$ cat config.mk
export PLATFORM = sky130hd
export DESIGN_NAME = pc_sequencer
export DESIGN_NICKNAME = d
export VERILOG_FILES = /design/src/rtl/seq_pkg.sv /design/src/rtl/seq_cond.sv /design/src/rtl/pc_sequencer.sv
export SDC_FILE = /design/constraint.sdc
export NUM_CORES = 1
export LEC_CHECK = 0
export CORE_MARGIN = 4
export CORE_UTILIZATION = 55
export CTS_CLUSTER_DIAMETER = 120
export CTS_CLUSTER_SIZE = 12
export DETAILED_ROUTE_END_ITERATION = 10
export DONT_BUFFER_PORTS = 1
export PLACE_DENSITY = 0.7
export REMOVE_ABC_BUFFERS = 1
export SLEW_MARGIN = 40
export SYNTH_ARGS = -nofsm -noshare
export SYNTH_HDL_FRONTEND = slang
export SYNTH_SLANG_ARGS = --single-unit
$ cat constraint.sdc
create_clock -name clk -period 2.5 [get_ports clk]
set_input_delay 0.5 -clock clk [delete_from_list [all_inputs] [get_ports clk]]
set_output_delay 0.5 -clock clk [all_outputs]
set_load 0.05 [all_outputs]
$ cat src/rtl/seq_pkg.sv
// Shared definitions for the program-counter sequencer: FSM state codes,
// instruction format/condition codes and instruction field helpers.
package seq_pkg;

    typedef logic [2:0] state_t;

    localparam state_t ST_IDLE   = 3'd0;
    localparam state_t ST_FETCH  = 3'd1;
    localparam state_t ST_DECODE = 3'd2;
    localparam state_t ST_EXEC   = 3'd3;
    localparam state_t ST_WAIT   = 3'd4;
    localparam state_t ST_HALT   = 3'd5;
    localparam state_t ST_PAUSE  = 3'd6;

    localparam logic [1:0] FMT_OP0    = 2'b00;
    localparam logic [1:0] FMT_OP1    = 2'b01;
    localparam logic [1:0] FMT_BRANCH = 2'b10;
    localparam logic [1:0] FMT_HALT   = 2'b11;

    localparam logic [1:0] COND_EQ0   = 2'b00;
    localparam logic [1:0] COND_EQ1   = 2'b01;
    localparam logic [1:0] COND_EQ2   = 2'b10;
    localparam logic [1:0] COND_NEVER = 2'b11;

    function automatic logic [1:0] ir_format(input logic [15:0] instr);
        return instr[1:0];
    endfunction

    function automatic logic [1:0] ir_cond(input logic [15:0] instr);
        return instr[3:2];
    endfunction

    function automatic logic [7:0] ir_offset(input logic [15:0] instr);
        return instr[11:4];
    endfunction

endpackage

$ cat src/rtl/seq_cond.sv
// Combinational branch-condition evaluator: compares the condition register
// against the constant selected by the branch condition code.
module seq_cond
    import seq_pkg::*;
(
    input  logic [1:0]  condition,
    input  logic [15:0] creg,
    output logic        taken
);

    always_comb begin
        taken = 1'b0;
        case (condition)
            COND_EQ0:   taken = (creg == 16'h0000);
            COND_EQ1:   taken = (creg == 16'h0001);
            COND_EQ2:   taken = (creg == 16'h0002);
            COND_NEVER: taken = 1'b0;
            default:    taken = 1'b0;
        endcase
    end

endmodule

$ cat src/rtl/pc_sequencer.sv
// Instruction sequencer: fetch, decode/branch, execute handshake and halt.
// Optional single-step PAUSE state and step port under `define SEQ_STEP_EN.
module pc_sequencer
    import seq_pkg::*;
(
    input  logic        clk,
    input  logic        rst,
    input  logic        run,
`ifdef SEQ_STEP_EN
    input  logic        step,
`endif
    output logic        mem_req,
    output logic [7:0]  mem_addr,
    input  logic        mem_ack,
    input  logic [15:0] mem_rdata,
    input  logic [15:0] creg,
    output logic        exec_start,
    input  logic        exec_done,
    output logic [15:0] ir,
    output logic [7:0]  pc,
    output logic        busy,
    output logic        halted,
    output state_t      o_dbg_state
);

    // Fetch handshake: mem_req stays high with mem_addr stable until the
    // cycle mem_ack is seen high; that cycle transfers mem_rdata into ir.

    state_t      r_state;
    logic [7:0]  r_pc;
    logic [15:0] r_ir;

    logic        w_taken;
    logic [1:0]  w_fmt;
    logic [7:0]  w_pc_inc;
    state_t      w_end_state;

    assign w_fmt    = ir_format(r_ir);
    assign w_pc_inc = r_pc + 8'd1;

    seq_cond u_cond (
        .condition (ir_cond(r_ir)),
        .creg      (creg),
        .taken     (w_taken)
    );

`ifdef SEQ_STEP_EN
    assign w_end_state = run ? ST_PAUSE : ST_IDLE;
`else
    assign w_end_state = run ? ST_FETCH : ST_IDLE;
`endif

    always_ff @(posedge clk) begin
        if (rst) begin
            r_state <= ST_IDLE;
            r_pc    <= 8'h00;
            r_ir    <= 16'h0000;
        end else begin
            case (r_state)
                ST_IDLE: begin
                    if (run) r_state <= ST_FETCH;
                end
                ST_FETCH: begin
                    if (mem_ack) begin
                        r_ir    <= mem_rdata;
                        r_state <= ST_DECODE;
                    end
                end
                ST_DECODE: begin
                    case (w_fmt)
                        FMT_BRANCH: begin
                            r_pc    <= w_taken ? ir_offset(r_ir) : w_pc_inc;
                            r_state <= w_end_state;
                        end
                        FMT_HALT: r_state <= ST_HALT;
                        default:  r_state <= ST_EXEC;
                    endcase
                end
                ST_EXEC: r_state <= ST_WAIT;
                ST_WAIT: begin
                    if (exec_done) begin
                        r_pc    <= w_pc_inc;
                        r_state <= w_end_state;
                    end
                end
                ST_HALT: begin
                    if (!run) r_state <= ST_IDLE;
                end
`ifdef SEQ_STEP_EN
                // Stopping wins over stepping when both are requested.
                ST_PAUSE: begin
                    if (!run)      r_state <= ST_IDLE;
                    else if (step) r_state <= ST_FETCH;
                end
`endif
                default: r_state <= ST_IDLE;
            endcase
        end
    end

    assign mem_req     = (r_state == ST_FETCH);
    assign mem_addr    = r_pc;
    assign exec_start  = (r_state == ST_EXEC);
    assign ir          = r_ir;
    assign pc          = r_pc;
    assign busy        = (r_state != ST_IDLE) && (r_state != ST_HALT) &&
                         (r_state != ST_PAUSE);
    assign halted      = (r_state == ST_HALT);
    assign o_dbg_state = r_state;

endmodule

* Word-level counts from Yosys, hierarchy flattened
Cells that the tools add are included.
** Word-level totals
- Word-level logic and storage cells :: 45
- Output and inout bits :: 39
- Bits in registers :: 27
- Bits of input ports :: 37
** Operators by class
- Reduce and logical (&&, ||, !) cells :: 10
- $add $sub $neg :: 1
- Eq/ne operators :: 19
- Multiplexer cells :: 12
** Operators with widths (count)
- $mux 8 :: 3
- $pmux 3 s6 :: 1
- $eq 16x1->1 const B :: 1
- $eq 16x2->1 const B :: 1
- $logic_not 16->1 :: 1
- $pmux 8 s2 :: 1
- $mux 3 :: 4
- $add 8x1->8 const B :: 1
- $eq 2x2->1 const B :: 4
- $ne 2x2->1 const B :: 4
- $eq 3x2->1 const B :: 2
- $eq 3x3->1 const B :: 2
- $ne 3x3->1 const B :: 2
- $pmux 3 s2 :: 1
- $pmux 1 s4 :: 1
- $reduce_and 4->1 :: 1
- $eq 3x1->1 const B :: 1
- $logic_not 3->1 :: 1
- $reduce_and 3->1 :: 1
- $reduce_bool 3->1 :: 1
- $eq 2x1->1 const B :: 1
- $logic_and 1x1->1 :: 2
- $logic_not 2->1 :: 1
- $ne 2x1->1 const B :: 1
- other kinds (3) :: 3

* Longest topological paths before layout
- Depth after elaboration :: 5
- Gate-level depth with buffers :: 8
- Mapped depth without buffers :: 7

* Cells and area by module
A second synthesis with hierarchy kept.
** Unflattened totals
- Cell total of the unflattened synthesis :: 187
- Area, all modules :: 1503.9 um^2
** Modules (own cells, without submodules)
- pc_sequencer :: times used 1, cells each 172, seq. area each 540.5 um^2, area an instance 1373.8 um^2
- seq_cond :: times used 1, cells each 15, seq. area each 0.0 um^2, area an instance 130.1 um^2

* Worst setup path after synthesis
No wires, ideal clock.
- Path type :: register -> output
- From :: register r_state[2], in the netlist o_dbg_state[2]
- To :: output busy
- Stages on the path, launching flop included :: 5
- Buffers on the path :: 1
- Path slack :: -0.115 ns
- Arrival :: 2.115 ns
- Data required time :: 2.000 ns
- Cells stage by stage :: dfxtp_1 buf_2 inv_1 nor2_1 nor2_1
** On the way
- Word-level cells in the longest chain between the ends :: 3
- Elaborated cells between the ends (all ways) :: 5
- Those cells by class :: eq/ne: 2; reduce/logical: 3
** Ends and longest elaborated chain
- start, declared :: line pc_sequencer.sv:29 : state_t r_state;
- start signal, assigned :: line pc_sequencer.sv:73 : r_state <= w_end_state;
- start signal, assigned :: line pc_sequencer.sv:83 : r_state <= w_end_state;
- $ne 3x3->1 / $reduce_bool 3->1 (equally long branches) :: line pc_sequencer.sv:106 : assign busy = (r_state != ST_IDLE) && (r_state != ST_HALT) &&
- $logic_and 1x1->1 :: line pc_sequencer.sv:106
- $logic_and 1x1->1 * :: line pc_sequencer.sv:106
- end, declared :: line pc_sequencer.sv:21 : output logic busy,
Every way passes the cells marked *; elsewhere a longest branch is shown, timed or not.

* Worst setup path in the final report
Same ends and word-level chain as after synthesis.

==> impl_metrics.tcl <==
set metrics [dict create \
    final_cells 224 \
    hold_depth 1 \
    hold_buffers 0 \
    yosysSeqAreaShare 0.371 \
    portBuffers 0 \
    row_count 18 \
    power_density_nw_per_um2 638 \
    grt_overflow 0 \
    nets 235 \
    grt_pass1_vias 1207 \
    grt_antenna_before_repair 0 \
    start_util 0.582 \
    rsz0062_at_grt "false" \
    die_y_um 59.4 \
    postCtsSetupRepairBufs 0 \
    n_fill_cell 233 \
    synth.avg_cell_area_um2 7.58 \
    period_needed_ns 2.07 \
    globalplace.congestion 0.743 \
    cts_resized 0 \
    critical_path_required_ns 2.00 \
    die_w_um 59.4 \
    p_leak_nw 0.544 \
    clock_path_buffers 2 \
    wl_per_cell_um 15.1 \
    rr_worst_depth 8 \
    yosysWarnings 0 \
    cp_max_fo 11 \
    power_uw 990 \
    netlist_instances 192 \
    cp.arrival_ns 1.57 \
    crit_chain "inv_1 -> nor2_1 -> nor3_1 -> nor2_1 -> buf_4" \
    worst_pin_slew_ns 0.643 \
    hold_viol_final 0 \
    peakVddDrop_uv 442 \
    track_usage 0.194 \
    cpMostUsedCell "nor2_1" \
    cap_viol_max_count 0 \
    via_per_inst 6.04 \
    htree_levels 1 \
    clock_latency_ns 0.33 \
    start_kind "register" \
    slowest_stage "dfxtp_1" \
    syn2layout_area_growth_pct 6.71 \
    synth_edf_count 0 \
    synth_seq_cells 27 \
    wl_um 3390 \
    drive_gt1_frac 0.129 \
    initialDrtViolationCount 36 \
    postRouteAntennaNets 0 \
    setup_violations 0 \
    hpwl_um 2470 \
    fin_crit_sh 0.826 \
    first_pass_iters 4 \
    fin_tns_setup_ns 0 \
    drc 0 \
    fmax_ghz 0.484 \
    grt_pass1_wl_um 5380 \
    skew_ns 0.00450 \
    async_reset_ff_frac 0 \
    critical_path.max_stage_delay_ns 0.56 \
    slew_headroom 0.571 \
    clkSinkCount 27 \
    status "complete, no violations" \
    dp_cells 220 \
    cts-root-buf "clkbuf_4" \
    path_class "register to output port" \
    cts_buffers 3 \
    cts_tree "yes" \
    grt_max_degree 28 \
    hold_ws_ns 0.205 \
    die_area_um2 3530 \
    vias 1354 \
    synth.distinct_cells 40 \
    worstHoldPathType "primary input to register" \
    core_area_um2 2500 \
    ys.flop_type "dfxtp_1" \
    io_pins 76 \
    clk_pin_slew_ns 0.16 \
    end_kind "output port" \
    synth_area_um2 1460 \
    diodes 0 \
    slew_violations 0 \
]
[Yosys cell counts (2+ instances only)]
cell type	count	area share
clkbuf_1	9	0.023
a2bb2oi_1	6	0.036
a21oi_1	20	0.069
nand4b_1	3	0.018
and2_1	2	0.0086
buf_4	8	0.041
mux2i_1	2	0.014
o21ai_0	5	0.017
nor2_1	10	0.026
nand3_1	4	0.014
ha_1	3	0.026
buf_2	3	0.010
dfxtp_1	27	0.37
nand3b_1	5	0.026
nor3_1	4	0.014
nand2_1	47	0.12
a31oi_1	6	0.026
inv_1	3	0.0077
or4_1	3	0.015
and3_1	2	0.0086
[cells by family after synthesis]
kind of cell	Yosys count	synth area share
AO/OA/AOI/OAI	46	0.199
adder cells (fa/ha/maj)	3	0.0258
buffers and inverters	24	0.0851
flip-flops	27	0.371
multiplexers	2	0.0138
AND/OR/NAND/NOR	90	0.304
[flip-flops by register name (all words and copies together), names as in the netlist]
signal	count
ir	16
o_dbg_state	3
mem_addr	8
[layer usage]
metal	routed length, um	up-vias	global-route usage	share of wire
met2	1650	47	0.317	0.49
li1	-	668	-	-
met1	1450	637	0.253	0.43
met5	0	-	0	0
met4	17	0	0.0485	0.0050
met3	264	2	0.0501	0.078
[layout by cell type (no fill, tap or decap), types with 2 or more instances in the layout]
master / synthesis / routed
mux2i_1: 2 / 2
o21ai_0: 5 / 5
or4_1: 3 / 3
nor3_1: 4 / 4
nand4b_1: 3 / 3
a2bb2oi_1: 6 / 6
nand3_1: 4 / 4
nand2_1: 47 / 47
a31oi_1: 6 / 6
and2_1: 2 / 2
ha_1: 3 / 3
buf_4: 8 / 19
nand3b_1: 5 / 5
a21oi_1: 20 / 20
nor2_1: 10 / 10
and3_1: 2 / 2
inv_1: 3 / 3
clkbuf_4: 0 / 3
dfxtp_1: 27 / 27
[area by class of cell]
class | count | area [um^2] | area share
tap | 30 | 37.5 | 0.0242
sequential | 27 | 541 | 0.348
inverter | 3 | 11.3 | 0.00725
clock buffer | 3 | 22.5 | 0.0145
clock inverter | 1 | 7.51 | 0.00483
multi-input combinational | 141 | 791 | 0.509
timing repair buffer | 19 | 143 | 0.0919
[power by group]
part	total [mW]	internal [mW]	switching, mW
Clock	0.201	0.0613	0.139
Sequential	0.541	0.459	0.0822
Combinational	0.248	0.0719	0.177
Total	0.990	0.592	0.398
[metrics by stage]
stage | setup WS (ns) | util | cell area, um^2
2_1_floorplan | -0.113 | - | 1340
3_3_place_gp | 0.561 | 0.609 | 1520
3_5_place_dp | 0.516 | 0.609 | 1520
4_1_cts | 0.448 | 0.621 | 1550
5_1_grt | 0.301 | 0.621 | 1550
6_report | 0.434 | 0.621 | 1550
[path summary, 6_finish.rpt]
path              slack (ns)     endpoint            from
setup / recovery        0.43         busy  o_dbg_state[2]
hold / removal          0.21        ir[5]             rst
setup reg to reg        0.54  mem_addr[0]           ir[2]
hold reg to reg         0.53  mem_addr[0]     mem_addr[0]
[worst max-delay path, delay by kind of cell, from the launching register on]
kind	cells	cell delay, ns
flops	1	0.56
buf+inv	2	0.36
simple gates	3	0.32
No activity file was read; power rests on OpenSTA's default activity.
